[src/rtl/fp_add_ctrl.sv]
// fp_add_ctrl: sequencing control unit for the single-precision FP adder datapath.
// One addition per start pulse: IDLE -> ALIGN -> NORM -> CHECK -> [RENORM] -> DONE.
// All outputs are registered and depend only on state and internal registers.
// Optional feature macro: FP_ADD_CTRL_ZERO_BYPASS_EN. When it is defined, a zero
// magnitude seen in ALIGN skips CHECK and asserts zero with done.
module fp_add_ctrl (
    input  logic        clock,
    input  logic        reset,
    input  logic        start,
    input  logic [7:0]  exp_a,
    input  logic [7:0]  exp_b,
    input  logic [26:0] ula,
    input  logic [26:0] round_fract,
    output logic        sinalMuxFP1,
    output logic        sinalMuxFP2,
    output logic        sinalMuxFP3,
    output logic        sinalMuxFP4,
    output logic        sinalMuxFP5,
    output logic [7:0]  sinalShiftFract,
    output logic [8:0]  sinalShiftRes,
    output logic [8:0]  sinalIncOrDec,
    output logic        sinalRound,
    output logic        busy,
    output logic        done,
    output logic        zero
);

    typedef enum logic [2:0] {
        S_IDLE   = 3'd0,
        S_ALIGN  = 3'd1,
        S_NORM   = 3'd2,
        S_CHECK  = 3'd3,
        S_RENORM = 3'd4,
        S_DONE   = 3'd5
    } state_t;

    state_t     state_reg;
    logic       renorm_reg;
    logic       a_ge_b_next;
    logic [7:0] dif_next;
    logic [7:0] lz_next;
    logic [7:0] norm_amt_next;
    logic       ula_zero;
    logic       unused_round_bits;

    // Only the carry-out bit of the rounding register steers the sequence.
    assign unused_round_bits = ^round_fract[25:0];

    // Operand ordering and exponent difference, captured when start is accepted.
    assign a_ge_b_next = (exp_a >= exp_b);
    assign dif_next    = a_ge_b_next ? (exp_a - exp_b) : (exp_b - exp_a);
    assign ula_zero    = (ula == 27'd0);

    // Leading-zero count of the adder magnitude; an all-zero magnitude yields 26.
    always_comb begin
        lz_next = 8'd26;
        for (int i = 0; i < 27; i++) begin
            if (ula[i]) begin
                lz_next = 8'(26 - i);
            end
        end
    end

`ifdef FP_ADD_CTRL_ZERO_BYPASS_EN
    logic zero_reg;

    // A zero result needs no shifting: the direction bit is kept, the amount is 0.
    assign norm_amt_next = ula_zero ? 8'd0 : lz_next;
`else
    assign norm_amt_next = lz_next;
    assign zero          = 1'b0;
`endif

    // Control FSM; the select/shift output registers also hold a_ge_b, dif and lz.
    always_ff @(posedge clock) begin
        if (reset) begin
            state_reg       <= S_IDLE;
            renorm_reg      <= 1'b0;
            sinalMuxFP1     <= 1'b0;
            sinalMuxFP2     <= 1'b0;
            sinalMuxFP3     <= 1'b0;
            sinalMuxFP4     <= 1'b0;
            sinalMuxFP5     <= 1'b0;
            sinalShiftFract <= 8'd0;
            sinalShiftRes   <= 9'd0;
            sinalIncOrDec   <= 9'd0;
            sinalRound      <= 1'b0;
            busy            <= 1'b0;
            done            <= 1'b0;
`ifdef FP_ADD_CTRL_ZERO_BYPASS_EN
            zero_reg        <= 1'b0;
            zero            <= 1'b0;
`endif
        end else begin
            case (state_reg)
                S_IDLE: begin
                    if (start) begin
                        sinalMuxFP1     <= ~a_ge_b_next;
                        sinalMuxFP2     <= ~a_ge_b_next;
                        sinalMuxFP3     <= a_ge_b_next;
                        sinalMuxFP4     <= 1'b0;
                        sinalMuxFP5     <= 1'b0;
                        sinalShiftFract <= dif_next;
                        busy            <= 1'b1;
                        state_reg       <= S_ALIGN;
                    end
                end
                S_ALIGN: begin
                    sinalShiftRes <= {1'b1, norm_amt_next};
                    sinalIncOrDec <= {1'b1, norm_amt_next};
                    sinalRound    <= 1'b1;
`ifdef FP_ADD_CTRL_ZERO_BYPASS_EN
                    zero_reg      <= ula_zero;
`endif
                    state_reg     <= S_NORM;
                end
                S_NORM: begin
`ifdef FP_ADD_CTRL_ZERO_BYPASS_EN
                    if (zero_reg) begin
                        done      <= 1'b1;
                        zero      <= 1'b1;
                        state_reg <= S_DONE;
                    end else begin
                        state_reg <= S_CHECK;
                    end
`else
                    state_reg <= S_CHECK;
`endif
                end
                S_CHECK: begin
                    if (round_fract[26] && !renorm_reg) begin
                        sinalMuxFP4   <= 1'b1;
                        sinalMuxFP5   <= 1'b1;
                        sinalShiftRes <= 9'h001;
                        sinalIncOrDec <= 9'h001;
                        sinalRound    <= 1'b1;
                        state_reg     <= S_RENORM;
                    end else begin
                        done      <= 1'b1;
`ifdef FP_ADD_CTRL_ZERO_BYPASS_EN
                        zero      <= zero_reg;
`endif
                        state_reg <= S_DONE;
                    end
                end
                S_RENORM: begin
                    renorm_reg    <= 1'b1;
                    sinalShiftRes <= 9'd0;
                    sinalIncOrDec <= 9'd0;
                    sinalRound    <= 1'b0;
                    done          <= 1'b1;
`ifdef FP_ADD_CTRL_ZERO_BYPASS_EN
                    zero          <= zero_reg;
`endif
                    state_reg     <= S_DONE;
                end
                S_DONE: begin
                    renorm_reg      <= 1'b0;
                    sinalMuxFP1     <= 1'b0;
                    sinalMuxFP2     <= 1'b0;
                    sinalMuxFP3     <= 1'b0;
                    sinalMuxFP4     <= 1'b0;
                    sinalMuxFP5     <= 1'b0;
                    sinalShiftFract <= 8'd0;
                    sinalShiftRes   <= 9'd0;
                    sinalIncOrDec   <= 9'd0;
                    sinalRound      <= 1'b0;
                    busy            <= 1'b0;
                    done            <= 1'b0;
`ifdef FP_ADD_CTRL_ZERO_BYPASS_EN
                    zero_reg        <= 1'b0;
                    zero            <= 1'b0;
`endif
                    state_reg       <= S_IDLE;
                end
                default: begin
                    state_reg <= S_IDLE;
                end
            endcase
        end
    end

endmodule

[config.mk]
export PLATFORM = sky130hd
export DESIGN_NAME = fp_add_ctrl
export DESIGN_NICKNAME = d
export VERILOG_FILES = /design/src/rtl/fp_add_ctrl.sv
export SDC_FILE = /design/constraint.sdc
export NUM_CORES = 1
export LEC_CHECK = 0
export BUFFER_PORTS_ARGS = -buffer_cell sky130_fd_sc_hd__buf_2
export CORE_MARGIN = 3
export CORE_UTILIZATION = 48
export DETAILED_ROUTE_END_ITERATION = 8
export PLACE_DENSITY = 0.86
export SYNTH_ARGS = -nofsm -noshare
export SYNTH_HDL_FRONTEND = slang
export SYNTH_SLANG_ARGS = --single-unit
[constraint.sdc]
create_clock -name clock -period 6.1 [get_ports clock]
set_clock_uncertainty 0.2 [all_clocks]
set_input_delay 0.61 -clock clock [delete_from_list [all_inputs] [get_ports clock]]
set_output_delay 0.61 -clock clock [all_outputs]
set_load 0.05 [all_outputs]
### After elaboration in Yosys (flattened, before gate mapping)

Index checks and enable logic that the tools add are counted.

* register bits after elaboration: 27
* input port bits: 73
* output and inout port bits: 35

* add/subtract/negate cells: 2
* magnitude comparators: 1
* equal/unequal tests: 8
* muxes and demuxes: 47
* bitwise operators: 1
* reduce and logical (&&, ||, !) cells: 13

Operators by type and width (number)
* $mux W8: 27
* $pmux W9 S3: 1
* $pmux W8 S2: 1
* $sub A8 B8 Y8: 2
* $pmux W3 S5: 1
* $mux W9: 1
* $pmux W1 S3: 3
* $reduce_bool A3 Y1: 3
* $ge A8 B8 Y1: 1
* $pmux W1 S2: 4
* $mux W1: 7
* $eq A3 B2 Y1 const B: 2
* $eq A3 B3 Y1 const B: 2
* $ne A2 B2 Y1 const B: 3
* $reduce_and A2 Y1: 3
* $reduce_bool A2 Y1: 2
* $eq A3 B1 Y1 const B: 1
* $logic_not A3 Y1: 1
* $mux W3: 1
* $reduce_and A3 Y1: 1
* $mux W2: 1
* $reduce_or A2 Y1: 1
* $logic_and A1 B1 Y1: 1
* $logic_not A1 Y1: 1
* $not A1 Y1: 1

### Longest topological paths before layout

* depth after elaboration: 27
* depth in mapped cells: 11
* mapped depth without buffers: 11

### Least setup slack after synthesis

OpenSTA, ideal clock, no wires.

* path kind: input port to flip-flop
* start point: in exp_a[0]
* end point: reg sinalShiftFract[5]
* data arrival time: 2.445 ns
* slack: 3.338 ns
* cell stages on the path: 11
* buffers on the path: 0
* path through: inv_1 > ha_1 > inv_1 > fa_1 > a21oi_2 > a21o_1 > a32oi_4 > mux2_4 > o21ai_2 > xor2_1 > a22o_1

* longest elaborated chain between the ends: 4
* elaborated cells between the ends (all ways): 6
* classes of those cells: add/sub: 2; order compare: 1; mux: 3

Ends and longest elaborated chain
* from (decl): RTL line 10 `input logic [7:0] exp_a,`
* $sub A8 B8 Y8 / $ge A8 B8 Y1 (equally long branches): RTL line 51, 50
* $mux W8 *: RTL line 51 `assign dif_next = a_ge_b_next ? (exp_a - exp_b) : (exp_b - exp_a);`
* $mux W8 *: RTL line 97 `if (start) begin`
* $pmux W8 S2 *: RTL line 95 `case (state_reg)`
* to (signal assigned): RTL line 103 `sinalShiftFract <= dif_next;`
* to (decl): RTL line 19 `output logic [7:0] sinalShiftFract,`

Every way passes the cells marked *; elsewhere a longest branch is shown, timed or not. The select of a mux whose other input is x is not followed.
A chain may end at the register's enable or synchronous reset.

### Worst setup path after layout

Same ends and word-level chain as after synthesis.

==> results.md <==
- Run status: finished, final reports clean
- Register Area: 480 sq um
- DP Cell Count: 358
- Drt wl/cell: 12.3 um
- Worst slack at placement: 2.99 ns
- CTS Hold Bufs: 0
- 1st-iter DRT viols: 99
- Setup CP Type: in2reg
- IO Count: 108
- Fin cells: 362
- Synth Instances: 250
- Die width: 69.4 um
- DP HPWL: 3670 um
- Rows: 22
- Area contributors post-synth: dfxtp_1, ha_1, a21oi_1
- Number of global-route vias before repair: 1759
- Initial antenna violation count: 0
- First-pass GRT wire length: 7380 um
- Static leakage: 1.17 nW
- Post-synth top cells: inv_1, a21oi_1, dfxtp_1
- Multi-input gate area: 1240 sq um
- EDFF count, synth: 0
- Worst hold path type: reg2reg
- Drt first pass iters: 4
- Max Fclk: 0.354 GHz
- Syn avg cell area: 7.71 sq um
- CTS Buffer Depth: 2
- CP max stage cell: fa_1
- Beginning of the worst register-to-register path: state_reg[0]
- Main flop type after synthesis: dfxtp_1
- Setup TNS: 0 ns
- Root Driver: clkbuf_8
- Via Count: 1944
- Final-layout fill cell count: 334
- Core Area: 3770 sq um
- Largest register FFs: 8
- Port bufs: 73
- Wirelength, routed: 4440 um
- Post-CTS Resized: 0
- Total power: 0.000517 W
- Max_cap viols: 0
- Part of the cycle the worst path needs: 46.3%
- Area growth, synth to finish: 19.7%
- Post-layout util: 61.2%
- Maximum fanout along the worst path: 9
- Max incr delay on CP: 0.40 ns
- Endpoints failing hold: 0
- # setup viols final: 0
- TritonCTS Buffers: 3
- Clk Latency, worst-skew pair: 0.27 ns
- Yosys Warn Count: 0
- CP required: 6.06 ns
- Clock sink total: 24
- Final min period: 2.82 ns
- Slew headroom: 56.6%
- Unrepaired setup endpoints after global routing: no
- Die H: 69.4 um
- Clk pin slew, worst setup/hold paths: 0.08 ns
- Synth top area share: 24.9%
- Total grt overflow: 0
- Fin. max-slew vios: 0
- Yosys cell types: 46
- CTS H-tree depth: 1
- Cell area after synthesis: 1930 sq um
- CP most frequent cell: inv_1
- Crit-path cells: buf_2 -> inv_1 -> ha_1 -> inv_1 -> fa_1 -> a21oi_2 -> a21o_1 -> a32oi_4 -> mux2_4 -> o21ai_2 -> xor2_1 -> a22o_1
- Post-route DRC violation count: 0
- Max IR drop VDD: 0.000117 V
- Nets@finish: 405
- Setup crit start: exp_a[0]
- Seq cells post-synth: 24
- Ys async rst share: 0%
- Critical Path AT: 2.78 ns
- PwrDens: 224 nW/um^2
- Total track usage: 17.7%
- CP Capture Type: flop
- # Post-CTS Setup Buffers: 0
- Seq/Total Area, Yosys: 24.9%
- Startpoint types: primary input
- Via/cell ratio: 5.37
- Share of cells above drive strength 1: 29.6%
- Die Area: 4810 sq um
- Placer congestion estimate: 0.840
- Hold wc startpoint: sinalRound
- N_diodes: 0
- Top-count cell post-synth: inv_1
- Slew @ Worst Pin: 0.642 ns
- Initial Util: 51.1%
- Final setup margin: 3.28 ns
- Area leader, netlist: dfxtp_1
- Largest net degree at the start of global routing: 20
- Post-route ant nets: 0
- CTS tree: yes
layer usage:
layer / part of all wire, % / global-route usage (%) / vias up / wire, um
li1: - / - / 987 / -
met1: 42 / 21.4 / 889 / 1890
met2: 50 / 32.6 / 62 / 2230
met3: 6.2 / 3.04 / 6 / 275
met4: 0.99 / 3.25 / 0 / 44
met5: 0 / 0 / - / 0
logic make-up after synthesis:
| kind of cell | count (synthesis) | share of synthesized area, % |
|---|---|---|
| compound gates | 81 | 28.0 |
| simple gates | 67 | 16.3 |
| fa+ha+maj | 17 | 11.8 |
| xor+xnor | 6 | 2.73 |
| buf+inv | 47 | 12.1 |
| other cells | 1 | 0.194 |
| flops | 24 | 24.9 |
| mux | 7 | 4.02 |
power breakdown:
group / internal, W / switching (W) / total (W)
clock network: 0.0000576 / 0.0000494 / 0.000107
logic: 0.0000750 / 0.000146 / 0.000221
registers: 0.000173 / 0.0000156 / 0.000188
cell type report:
type / instances / share of cell area, %
Multi-Input combinational cell: 185 / 53.6
Sequential cell: 24 / 20.8
Timing Repair Buffer: 74 / 16.2
Inverter: 27 / 4.39
Tap cell: 48 / 2.60
Clock buffer: 4 / 2.39
stage by stage:
| stage | instance area (sq um) | hold WS (ns) |
|---|---|---|
| finish | 2310 | 0.267 |
| global route | 2310 | 0.311 |
| CTS | 2310 | 0.269 |
| detailed placement | 2250 | 0.249 |
| global placement | 2250 | 0.243 |
| floorplan | 1950 | 0.262 |
worst paths after layout:
kind                   endpoint  slack, ns  cells after the start
min reg2reg          sinalRound       0.27                      1
min                  sinalRound       0.27                      1
max          sinalShiftFract[5]       3.28                     12
max reg2reg    sinalIncOrDec[3]       3.81                      6
placed cells by master, fill, tap and decap left out, types with 3 or more instances in the layout:
cell type	count
o21ai_0	19
a21o_1	3
ha_1	15
a21oi_1	25
conb_1	7
xnor2_1	4
mux2i_1	4
o31ai_1	3
a21o_2	5
dfxtp_1	24
nor2_1	19
inv_1	27
buf_2	73
nand2_1	19
nand3_1	7
a31oi_1	3
nor2b_1	4
a22o_1	5
a211oi_1	3
clkbuf_8	4
nor3_1	6
nor4_1	5
worst max-delay path, delay by kind of cell:
kind,cells,cell delay [ns]
mux,1,0.36
buf+inv,3,0.22
compound gates,5,0.96
xor+xnor,1,0.09
fa+ha+maj,2,0.54
(Power assumes the default switching activity.)
